$ cat src/rtl/stopwatch_pkg.sv
// Shared definitions for the stopwatch controller: FSM state encoding,
// BCD digit limits and default time-base settings.
package stopwatch_pkg;

  typedef enum logic [1:0] {
    ST_IDLE = 2'd0,
    ST_RUN  = 2'd1,
    ST_STOP = 2'd2
  } state_t;

  localparam logic [3:0] DIG_MAX9 = 4'd9;
  localparam logic [3:0] DIG_MAX5 = 4'd5;

  // 10 MHz system clock -> 100 Hz centisecond tick
  localparam int CLK_DIV_DEF = 100000;
  localparam int PRE_W_DEF   = 17;

endpackage

$ cat src/rtl/bcd_digit_cnt.sv
// One BCD digit of the stopwatch time base.
// Ports:
//   clk    in   system clock
//   rst_n  in   asynchronous active-low reset
//   clr    in   synchronous clear to 0 (has priority over inc)
//   inc    in   advance the digit by one this edge
//   q      out  registered digit value, 0..MAX
//   carry  out  combinational: inc while q==MAX (digit wraps to 0)
module bcd_digit_cnt
  import stopwatch_pkg::*;
#(
  parameter logic [3:0] MAX = DIG_MAX9
) (
  input  logic       clk,
  input  logic       rst_n,
  input  logic       clr,
  input  logic       inc,
  output logic [3:0] q,
  output logic       carry
);

  logic [3:0] q_r;
  logic       at_max_s;

  assign at_max_s = (q_r == MAX);
  assign carry    = inc && at_max_s;
  assign q        = q_r;

  // Digit register: clear, wrap at MAX, or hold
  always_ff @(posedge clk or negedge rst_n) begin
    if (!rst_n) begin
      q_r <= 4'd0;
    end else if (clr) begin
      q_r <= 4'd0;
    end else if (inc) begin
      q_r <= at_max_s ? 4'd0 : (q_r + 4'd1);
    end else begin
      q_r <= q_r;
    end
  end

endmodule

$ cat src/rtl/stopwatch_ctrl.sv
// Run/stop/clear controller and BCD time base (MM:SS.cc) for the stopwatch.
// Consumes 1-cycle debounced button pulses, divides the system clock down
// to centisecond ticks and drives six chained BCD digit counters.
// Ports:
//   clk          in   system clock, all logic on posedge
//   rst_n        in   asynchronous active-low reset
//   startstop_p  in   start/stop press pulse
//   clear_p      in   clear press pulse
//   running      out  registered, high while in RUN
//   csec_lo/hi   out  centiseconds units/tens
//   sec_lo/hi    out  seconds units/tens
//   min_lo/hi    out  minutes units/tens
//   ovf_p        out  1-cycle pulse on wrap 59:59.99 -> 00:00.00
module stopwatch_ctrl
  import stopwatch_pkg::*;
#(
  parameter int CLK_DIV = CLK_DIV_DEF,
  parameter int PRE_W   = PRE_W_DEF
) (
  input  logic       clk,
  input  logic       rst_n,
  input  logic       startstop_p,
  input  logic       clear_p,
  output logic       running,
  output logic [3:0] csec_lo,
  output logic [3:0] csec_hi,
  output logic [3:0] sec_lo,
  output logic [3:0] sec_hi,
  output logic [3:0] min_lo,
  output logic [3:0] min_hi,
  output logic       ovf_p
);

  localparam logic [PRE_W-1:0] PRE_LAST = PRE_W'(CLK_DIV - 1);

  state_t           state_r;
  state_t           state_nxt_s;
  logic [PRE_W-1:0] pre_r;
  logic             running_r;
  logic             ovf_r;
  logic             tick_s;
  logic             clr_s;
  logic             c_csec_lo_s, c_csec_hi_s, c_sec_lo_s;
  logic             c_sec_hi_s, c_min_lo_s, c_min_hi_s;

  assign tick_s = (state_r == ST_RUN) && (pre_r == PRE_LAST);
  // IDLE always holds zero digits; the STOP->IDLE edge performs the clear.
  assign clr_s  = (state_r == ST_IDLE) || ((state_r == ST_STOP) && clear_p);

  // Next-state decode; clear wins over a coincident start/stop in STOP
  always_comb begin
    state_nxt_s = state_r;
    case (state_r)
      ST_IDLE: begin
        if (startstop_p) state_nxt_s = ST_RUN;
        else             state_nxt_s = ST_IDLE;
      end
      ST_RUN: begin
        if (startstop_p) state_nxt_s = ST_STOP;
        else             state_nxt_s = ST_RUN;
      end
      ST_STOP: begin
        if (clear_p)          state_nxt_s = ST_IDLE;
        else if (startstop_p) state_nxt_s = ST_RUN;
        else                  state_nxt_s = ST_STOP;
      end
      default: state_nxt_s = ST_IDLE;
    endcase
  end

  // FSM state, prescaler and registered status outputs
  always_ff @(posedge clk or negedge rst_n) begin
    if (!rst_n) begin
      state_r   <= ST_IDLE;
      pre_r     <= '0;
      running_r <= 1'b0;
      ovf_r     <= 1'b0;
    end else begin
      state_r   <= state_nxt_s;
      running_r <= (state_nxt_s == ST_RUN);
      ovf_r     <= c_min_hi_s;
      case (state_r)
        ST_RUN:  pre_r <= tick_s ? '0 : (pre_r + 1'b1);
        // partial centisecond is kept unless this edge clears
        ST_STOP: pre_r <= clear_p ? '0 : pre_r;
        default: pre_r <= '0;
      endcase
    end
  end

  bcd_digit_cnt #(.MAX(DIG_MAX9)) u_csec_lo (
    .clk(clk), .rst_n(rst_n), .clr(clr_s), .inc(tick_s),
    .q(csec_lo), .carry(c_csec_lo_s));
  bcd_digit_cnt #(.MAX(DIG_MAX9)) u_csec_hi (
    .clk(clk), .rst_n(rst_n), .clr(clr_s), .inc(c_csec_lo_s),
    .q(csec_hi), .carry(c_csec_hi_s));
  bcd_digit_cnt #(.MAX(DIG_MAX9)) u_sec_lo (
    .clk(clk), .rst_n(rst_n), .clr(clr_s), .inc(c_csec_hi_s),
    .q(sec_lo), .carry(c_sec_lo_s));
  bcd_digit_cnt #(.MAX(DIG_MAX5)) u_sec_hi (
    .clk(clk), .rst_n(rst_n), .clr(clr_s), .inc(c_sec_lo_s),
    .q(sec_hi), .carry(c_sec_hi_s));
  bcd_digit_cnt #(.MAX(DIG_MAX9)) u_min_lo (
    .clk(clk), .rst_n(rst_n), .clr(clr_s), .inc(c_sec_hi_s),
    .q(min_lo), .carry(c_min_lo_s));
  bcd_digit_cnt #(.MAX(DIG_MAX5)) u_min_hi (
    .clk(clk), .rst_n(rst_n), .clr(clr_s), .inc(c_min_lo_s),
    .q(min_hi), .carry(c_min_hi_s));

  assign running = running_r;
  assign ovf_p   = ovf_r;

endmodule

$ cat config.mk
export PLATFORM = sky130hd
export DESIGN_NAME = stopwatch_ctrl
export DESIGN_NICKNAME = d
export VERILOG_FILES = /design/src/rtl/stopwatch_pkg.sv /design/src/rtl/bcd_digit_cnt.sv /design/src/rtl/stopwatch_ctrl.sv
export SDC_FILE = /design/constraint.sdc
export NUM_CORES = 1
export LEC_CHECK = 0
export BUFFER_PORTS_ARGS = -buffer_cell sky130_fd_sc_hd__buf_2
export CORE_ASPECT_RATIO = 0.5
export CORE_MARGIN = 5
export CORE_UTILIZATION = 51
export CTS_CLUSTER_DIAMETER = 40
export DETAILED_ROUTE_END_ITERATION = 12
export PLACE_DENSITY = 0.71
export SYNTH_ARGS = -nofsm -noshare
export SYNTH_HDL_FRONTEND = slang
export SYNTH_SLANG_ARGS = --single-unit
$ cat constraint.sdc
create_clock -name clk -period 2.3 [get_ports clk]
set_input_delay 0.345 -clock clk [delete_from_list [all_inputs] [get_ports clk]]
set_output_delay 0.345 -clock clk [all_outputs]
set_load 0.05 [all_outputs]
==> flow_metrics.env, run 1 <==
export IMPL_status="complete, no violations"
export IMPL_crit_path_max_fanout=8
export IMPL_drt_iter0_markers=111
export IMPL_ff_latch_area_mm2=0.00113
export IMPL_post_cts_buffers=0
export IMPL_hold_violations=0
export IMPL_async_flop_share=1.00
export IMPL_clock_latency_ps=300
export IMPL_drv_cap=0
export IMPL_clock_path_buffers=2
export IMPL_cts_tree="built"
export IMPL_design_area_mm2=0.00299
export IMPL_ant_nets=0
export IMPL_rows=18
export IMPL_tightest_slew_ps=589
export IMPL_drc_errors=0
export IMPL_gp_congestion=0.867
export IMPL_crit_arrival_ps=2390
export IMPL_path_clk_slew_ps=80
export IMPL_peakVddDrop_mv=0.225
export IMPL_antennaDiodeCount=0
export IMPL_hold_buffers=0
export IMPL_port_buffers=29
export IMPL_worst_setup_path_end_kind="register"
export IMPL_crit_required_ps=2530
export IMPL_worstSetupStartpointType="register"
export IMPL_max_freq_mhz=463
export IMPL_powerDensity_mw_per_mm2=551
export IMPL_r2r_start="pre_r[5]$_DFFE_PN0P_"
export IMPL_drt_first_pass_iters=5
export IMPL_placed_cells_incl_taps=384
export IMPL_grt_pass1_vias=2090
export IMPL_skew_ps=6.38
export IMPL_wl_per_cell_um=14.8
export IMPL_synth_area_mm2=0.00264
export IMPL_area_growth_pct=13.1
export IMPL_syn_avg_cell_area_um2=9.20
export IMPL_final_layout_size_suffix_gt1_frac=0.189
export IMPL_die_area_mm2=0.00680
export IMPL_fillCellCount=428
export IMPL_yosys_warnings=0
export IMPL_grt_use_total=0.178
export IMPL_vias=2261
export IMPL_yosys_area_top_type="dfrtp_1"
export IMPL_slew_violations=0
export IMPL_rr_worst_depth=5
export IMPL_grt_overflow_total=0
export IMPL_ctsResizeCount=0
export IMPL_synth_fp_nets=304
export IMPL_maxSlewHeadroom=0.608
export IMPL_final_cell_mix="dfrtp_1, nand2_1, buf_2"
export IMPL_multiInputGateArea_mm2=0.00144
export IMPL_grt_first_pass_wirelength_um=9650
export IMPL_critPathKind="reg -> reg"
export IMPL_final_nets=339
export IMPL_numCtsBuffers=5
export IMPL_die_h_um=60.9
export IMPL_post_route_min_period_ps=2160
export IMPL_fin_cells=392
export IMPL_finalCoreUtilization=0.600
export IMPL_final_common_cell="dfrtp_1"
export IMPL_synth_edf_count=0
export IMPL_period_share=0.940
export IMPL_critPathLaunch="pre_r[5]$_DFFE_PN0P_"
export IMPL_rrSetupSlack_ps=140
export IMPL_antenna_found_initial=0
export IMPL_synth_ff_type="dfrtp_1"
export IMPL_place_hpwl_um=4120
export IMPL_design_power_total_mw=1.65
export IMPL_seq_area_frac_synth=0.427
export IMPL_numClockSinks=45
export IMPL_tns_ps=0
export IMPL_grt_max_degree=46
export IMPL_initial_core_util=0.530
export IMPL_hp_class="in -> async"
export IMPL_ys_types=54
export IMPL_synthCells=287
export IMPL_synth_area_top_cells="dfrtp_1, ha_1, a21oi_1"
export IMPL_ios=30
export IMPL_coreArea_mm2=0.00498
export IMPL_finalSetupViolations=0
export IMPL_htreeDepth=2
export IMPL_drt_total_wl_um=5790
export IMPL_placed_area_mm2=0.00288
export IMPL_ys_seq_elements=45
export IMPL_cts_root_buf="clkbuf_8"
export IMPL_die_w_um=112
export IMPL_synth_top_cell_area_share=0.427
export IMPL_p_leak_nw=1.32
export IMPL_vias_per_cell=5.77
## kinds of logic (layout without fill, tap and decap cells)
logic type / Yosys count / count (layout) / share of synthesized area
AO/OA/AOI/OAI: 58 / 58 / 0.124
XOR/XNOR: 1 / 1 / 0.00332
adder cells (fa/ha/maj): 13 / 13 / 0.0616
buffers and inverters: 19 / 54 / 0.0299
flip-flops: 45 / 45 / 0.427
multiplexers: 4 / 4 / 0.0152
AND/OR/NAND/NOR: 147 / 147 / 0.339
## routing by layer
metal,routed length [µm],share of wire,up-vias,GRT usage
li1,-,-,1103,-
met1,2680,0.46,1108,0.224
met2,2770,0.48,43,0.314
met3,285,0.049,7,0.0418
met4,60,0.010,0,0.0589
met5,0,0,-,0
## registers in the layout (all words and copies together) (netlist names)
name	count
u_min_hi.q	4
u_sec_lo.q	4
u_csec_hi.q	4
state_r	2
u_sec_hi.q	4
running	1
ovf_p	1
u_min_lo.q	4
u_csec_lo.q	4
pre_r	17
## where the power goes
part / leakage [nW] / total, mW / switching (mW) / internal (mW)
logic: 0.652 / 0.285 / 0.198 / 0.0866
clock network: 0.0443 / 0.505 / 0.266 / 0.239
registers: 0.623 / 0.857 / 0.0360 / 0.821
## worst paths after layout
path,to
worst min register to register,pre_r[0]$_DFFE_PN0P_
worst max register to register,u_min_lo.q[2]$_DFFE_PN0P_
max in group asynchronous,u_min_lo.q[3]$_DFFE_PN0P_
worst max-delay path,u_min_lo.q[2]$_DFFE_PN0P_
min in group clk,running$_DFF_PN0_
worst min-delay path,pre_r[3]$_DFFE_PN0P_
## Yosys cell counts (all sizes together) (3+ instances only)
library cell and n:
mux2i 4, or4 6, nand3 24, and2 5, nor2b 3, nor2 19
clkbuf 6, nand2b 3, o21ai 21, a22o 3, a21oi 24, or3 20
and3 3, nand4 6, and4 3, and3b 6, nand2 31, nor3 5
ha 13, dfrtp 45, inv 11, or2 3
## per-stage QoR
| stage | hold WS [ps] | setup WS, ps |
|---|---|---|
| 2_1_floorplan | 49.4 | 30.4 |
| 3_3_place_gp | 460 | 241 |
| 3_5_place_dp | 469 | 173 |
| 4_1_cts | 142 | 159 |
| 5_1_grt | 181 | -9.92 |
| 6_report | 112 | 138 |
## cell type report
type / instances / share of cell area
Clock buffer: 7 / 0.0289
Inverter: 11 / 0.0138
Multi-Input combinational cell: 223 / 0.481
Sequential cell: 45 / 0.377
Tap cell: 70 / 0.0293
Timing Repair Buffer: 36 / 0.0704
## worst max-delay path, cell delays in order (launching register included)
cell       delay, ps
dfrtp_1          440
nand4bb_2        330
nor4_2           480
nand4_2          250
or4_1            450
a21oi_1          150
(Power assumes the default switching activity.)
==> run 2: changes to the inputs <==
--- a/config.mk
+++ b/config.mk
@@ -9,6 +9,7 @@
 export CORE_ASPECT_RATIO = 0.5
 export CORE_MARGIN = 5
 export CORE_UTILIZATION = 51
+export CTS_BUF_LIST = sky130_fd_sc_hd__clkbuf_8
 export CTS_CLUSTER_DIAMETER = 40
 export DETAILED_ROUTE_END_ITERATION = 12
 export PLACE_DENSITY = 0.71
==> flow_metrics.env, run 2 (same netlist as run 1, synthesis figures left out) <==
export IMPL_die_h_um=60.9
export IMPL_area_growth_pct=13.1
export IMPL_cts_root_buf="clkbuf_8"
export IMPL_skew_ps=6.38
export IMPL_hold_buffers=0
export IMPL_vias=2259
export IMPL_largest_reg_flops=17
export IMPL_grt_pass1_vias=2090
export IMPL_numCtsBuffers=5
export IMPL_largest_register="pre_r"
export IMPL_cts_tree="built"
export IMPL_tns_ps=0
export IMPL_antenna_found_initial=0
export IMPL_ant_nets=0
export IMPL_drt_iter0_markers=111
export IMPL_crit_arrival_ps=2390
export IMPL_r2r_end="u_min_lo.q[2]$_DFFE_PN0P_"
export IMPL_htreeDepth=2
export IMPL_grt_overflow_total=0
export IMPL_peakVddDrop_mv=0.225
export IMPL_max_stage_delay_ps=480
export IMPL_initial_core_util=0.530
export IMPL_drv_cap=0
export IMPL_vias_per_cell=5.76
export IMPL_dp_slack_ps=173
export IMPL_wl_per_cell_um=14.8
export IMPL_final_cell_mix="dfrtp_1, nand2_1, buf_2"
export IMPL_tightest_slew_ps=589
export IMPL_slowest_stage="nor4_2"
export IMPL_worst_setup_path_end_kind="register"
export IMPL_rrSetupSlack_ps=140
export IMPL_path_cells="nand4bb_2 > nor4_2 > nand4_2 > or4_1 > a21oi_1"
export IMPL_worst_path_buf_inv=0
export IMPL_grt_use_total=0.178
export IMPL_post_route_min_period_ps=2160
export IMPL_die_w_um=112
export IMPL_place_hpwl_um=4120
export IMPL_clock_path_buffers=2
export IMPL_die_area_mm2=0.00680
export IMPL_worstSetupStartpointType="register"
export IMPL_final_common_cell="dfrtp_1"
export IMPL_port_buffers=29
export IMPL_max_freq_mhz=462
export IMPL_powerDensity_mw_per_mm2=550
export IMPL_p_leak_nw=1.32
export IMPL_final_layout_size_suffix_gt1_frac=0.189
export IMPL_rr_worst_depth=5
export IMPL_numClockSinks=45
export IMPL_final_nets=339
export IMPL_clock_latency_ps=300
export IMPL_ios=30
export IMPL_drt_total_wl_um=5790
export IMPL_coreArea_mm2=0.00498
export IMPL_maxSlewHeadroom=0.608
export IMPL_hp_class="in -> async"
export IMPL_r2r_start="pre_r[5]$_DFFE_PN0P_"
export IMPL_grt_max_degree=46
export IMPL_ctsResizeCount=0
export IMPL_gp_congestion=0.867
export IMPL_slew_violations=0
export IMPL_antennaDiodeCount=0
export IMPL_hold_violations=0
export IMPL_drt_first_pass_iters=5
export IMPL_setup_ws_ps=138
export IMPL_period_share=0.940
export IMPL_crit_path_max_fanout=8
export IMPL_grt_first_pass_wirelength_um=9650
export IMPL_crit_family="simple AND/OR/NAND/NOR gates"
export IMPL_drc_errors=0
export IMPL_finalSetupViolations=0
export IMPL_critPathKind="reg -> reg"
export IMPL_crit_required_ps=2530
export IMPL_post_cts_buffers=0
export IMPL_rows=18
export IMPL_path_clk_slew_ps=80
export IMPL_status="complete, no violations"
## run 2: cell type report
cell class	count	area [µm²]
Multi-Input combinational cell	223	1440
Clock inverter	1	3.75
Timing Repair Buffer	36	210
Sequential cell	45	1130
Clock buffer	6	82.6
Inverter	11	41.3
Fill cell	428	1990
Tap cell	70	87.6
## run 2: per-layer routing
metal | part of all wire | GRT usage | up-vias
li1 | - | - | 1103
met1 | 0.46 | 0.224 | 1106
met2 | 0.48 | 0.314 | 43
met3 | 0.049 | 0.0418 | 7
met4 | 0.010 | 0.0589 | 0
met5 | 0 | 0 | -
## run 2: worst max path at each step
stage	cells after the start	slack (ps)	startpoint	endpoint
final	5	140	pre_r[5]$_DFFE_PN0P_	u_min_lo.q[2]$_DFFE_PN0P_
after global routing	7	-10	pre_r[0]$_DFFE_PN0P_	u_csec_lo.q[2]$_DFFE_PN0P_
after CTS	7	160	u_csec_hi.q[1]$_DFFE_PN0P_	u_sec_lo.q[1]$_DFFE_PN0P_
after detailed placement	7	170	u_csec_hi.q[1]$_DFFE_PN0P_	u_sec_lo.q[1]$_DFFE_PN0P_
after global placement	5	240	pre_r[11]$_DFFE_PN0P_	u_min_lo.q[2]$_DFFE_PN0P_
after floorplan	6	30	u_csec_hi.q[0]$_DFFE_PN0P_	u_sec_lo.q[3]$_DFFE_PN0P_
## run 2: worst reg2reg max path, delay by kind of cell, from the launching register on
kind            cells  cell delay, ps
compound gates      1             150
simple gates        4            1510
flops               1             440
## run 2: where the power goes
part	switching, mW	leakage [nW]	internal (mW)
Sequential	0.0360	0.623	0.821
Clock	0.266	0.0485	0.234
Combinational	0.198	0.652	0.0866
Total	0.500	1.32	1.14
## run 2: stage by stage
step	cell area, µm²	power [mW]	instances	util	hold WS, ps
detailed placement	2880	1.16	384	0.579	469
CTS	2970	1.65	391	0.596	141
floorplan	2640	1.06	287	-	49.4
global route	2990	1.72	392	0.600	181
global placement	2880	1.15	384	0.579	460
finish	2990	1.64	392	0.600	112
==> run 3: changes to the inputs <==
--- a/config.mk
+++ b/config.mk
@@ -12,7 +12,7 @@
 export CTS_BUF_LIST = sky130_fd_sc_hd__clkbuf_8
 export CTS_CLUSTER_DIAMETER = 40
 export DETAILED_ROUTE_END_ITERATION = 12
-export PLACE_DENSITY = 0.71
+export PLACE_DENSITY = 0.74
 export SYNTH_ARGS = -nofsm -noshare
 export SYNTH_HDL_FRONTEND = slang
 export SYNTH_SLANG_ARGS = --single-unit
==> constraint.sdc (replaced) <==
create_clock -name clk -period 1.9 [get_ports clk]
set_input_delay 0.285 -clock clk [delete_from_list [all_inputs] [get_ports clk]]
set_output_delay 0.285 -clock clk [all_outputs]
set_load 0.05 [all_outputs]
==> flow_metrics.env, run 3 (same netlist as run 1, synthesis figures left out) <==
export IMPL_rows=18
export IMPL_die_w_um=112
export IMPL_maxSlewHeadroom=0.532
export IMPL_worst_setup_path_end_kind="register"
export IMPL_peakVddDrop_mv=0.360
export IMPL_vias=2571
export IMPL_gp_congestion=0.885
export IMPL_drc_errors=0
export IMPL_drv_cap=0
export IMPL_r2r_start="u_csec_lo.q[1]$_DFFE_PN0P_"
export IMPL_hold_violations=0
export IMPL_coreArea_mm2=0.00498
export IMPL_final_common_cell="buf_4"
export IMPL_die_h_um=60.9
export IMPL_antenna_found_initial=0
export IMPL_antennaDiodeCount=0
export IMPL_final_layout_size_suffix_gt1_frac=0.394
export IMPL_grt_max_degree=31
export IMPL_violations="negative setup slack"
export IMPL_drt_iter0_markers=201
export IMPL_crit_arrival_ps=2180
export IMPL_cts_tree="built"
export IMPL_max_freq_mhz=506
export IMPL_hp_class="in -> async"
export IMPL_status="finished with violations"
export IMPL_wl_per_cell_um=15.9
export IMPL_post_route_min_period_ps=1980
export IMPL_grt_overflow_total=0
export IMPL_crit_path_max_fanout=3
export IMPL_holdWs_ps=12.0
export IMPL_tightest_slew_ps=702
export IMPL_drt_first_pass_iters=5
export IMPL_rrSetupSlack_ps=-80
export IMPL_skew_ps=13.0
export IMPL_slew_violations=0
export IMPL_finalSetupViolations=9
export IMPL_r2r_end="u_sec_lo.q[3]$_DFFE_PN0P_"
export IMPL_clock_path_buffers=2
export IMPL_rr_worst_depth=6
export IMPL_vias_per_cell=5.74
export IMPL_crit_required_ps=2100
export IMPL_p_leak_nw=1.68
export IMPL_fillCellCount=333
export IMPL_numClockSinks=45
export IMPL_powerDensity_mw_per_mm2=632
export IMPL_final_cell_mix="buf_4, dfrtp_1, nand2_1"
export IMPL_numCtsBuffers=5
export IMPL_area_growth_pct=37.4
export IMPL_grt_first_pass_wirelength_um=11000
export IMPL_rsz0062_at_grt="yes"
export IMPL_ios=30
export IMPL_largest_register="pre_r"
export IMPL_ant_nets=0
export IMPL_hold_buffers=0
export IMPL_design_power_total_mw=2.29
export IMPL_period_share=1.04
export IMPL_grt_use_total=0.202
export IMPL_die_area_mm2=0.00680
export IMPL_largest_reg_flops=17
export IMPL_setup_ws_ps=-75.2
export IMPL_htreeDepth=2
export IMPL_clock_latency_ps=310
export IMPL_grt_pass1_vias=2438
export IMPL_port_buffers=29
export IMPL_place_hpwl_um=4590
export IMPL_cts_root_buf="clkbuf_8"
export IMPL_worstSetupStartpointType="register"
export IMPL_final_nets=394
export IMPL_initial_core_util=0.530
export IMPL_critPathKind="reg -> reg"
export IMPL_path_clk_slew_ps=90
export IMPL_drt_total_wl_um=7120
## run 3: cell count changes in the layout (fill, tap and decap cells not counted), sizes merged
cell	previous run	this run
clkinvlp	0	1
bufinv	0	1
inv	12	11
buf	36	91
## run 3: metrics by stage
step | util | cells | setup WS (ps) | instance area, µm² | TNS [ps]
detailed placement | 0.648 | 427 | -122 | 3230 | -520
global route | 0.729 | 448 | -148 | 3630 | -1370
floorplan | - | 287 | -198 | 2660 | -988
global placement | 0.648 | 427 | -31.4 | 3230 | -84.4
CTS | 0.688 | 439 | -86.4 | 3430 | -634
finish | 0.729 | 448 | -75.2 | 3630 | -377
## run 3: area by class of cell
type                       count  area [µm²]  share of cell area
tap                           70        87.6              0.0241
multi-input combinational    223        1610               0.445
clock buffer                   6        82.6              0.0228
clock inverter                 2        37.5              0.0103
sequential                    45        1130               0.313
inverter                      11        41.3              0.0114
timing repair buffer          91         629               0.174
## run 3: layer usage
layer / global-route usage / up-vias / part of all wire
li1: - / 1225 / -
met1: 0.241 / 1251 / 0.43
met2: 0.379 / 82 / 0.50
met3: 0.0528 / 13 / 0.056
met4: 0.0433 / 0 / 0.011
met5: 0 / - / 0
## run 3: how the worst max path moves through the flow
| stage | cells after the start | slack [ps] | start | end |
|---|---|---|---|---|
| after global placement | 6 | -30 | pre_r[5]$_DFFE_PN0P_ | u_sec_hi.q[2]$_DFFE_PN0P_ |
| after floorplan | 6 | -200 | u_csec_hi.q[0]$_DFFE_PN0P_ | u_sec_lo.q[3]$_DFFE_PN0P_ |
| final | 6 | -80 | u_csec_lo.q[1]$_DFFE_PN0P_ | u_sec_lo.q[3]$_DFFE_PN0P_ |
| after detailed placement | 5 | -120 | pre_r[11]$_DFFE_PN0P_ | u_min_lo.q[2]$_DFFE_PN0P_ |
| after CTS | 7 | -90 | pre_r[8]$_DFFE_PN0P_ | u_min_hi.q[1]$_DFFE_PN0P_ |
| after global routing | 7 | -150 | pre_r[8]$_DFFE_PN0P_ | u_min_hi.q[1]$_DFFE_PN0P_ |
## run 3: report_power, final
group	total (mW)	switching (mW)	internal (mW)	leakage, nW
Clock	0.784	0.356	0.428	0.0574
Sequential	1.03	0.0367	0.994	0.611
Combinational	0.476	0.294	0.182	1.01
Total	2.29	0.687	1.60	1.68
## run 3: critical path: stages, from the launching register on
cell and delay (ps):
dfrtp_2 420, inv_2 70, ha_4 120, nand3b_1 170, or4b_4 550, or3_1 330
o221a_1 210
## run 3: what timing repair did
| action | in CTS | in global routing |
|---|---|---|
| setup buffers | 4 | 10 |
| endpoints found under the setup margin | 19 | 29 |
| pin swaps | 16 | 8 |
| gates resized for setup | 13 | 27 |
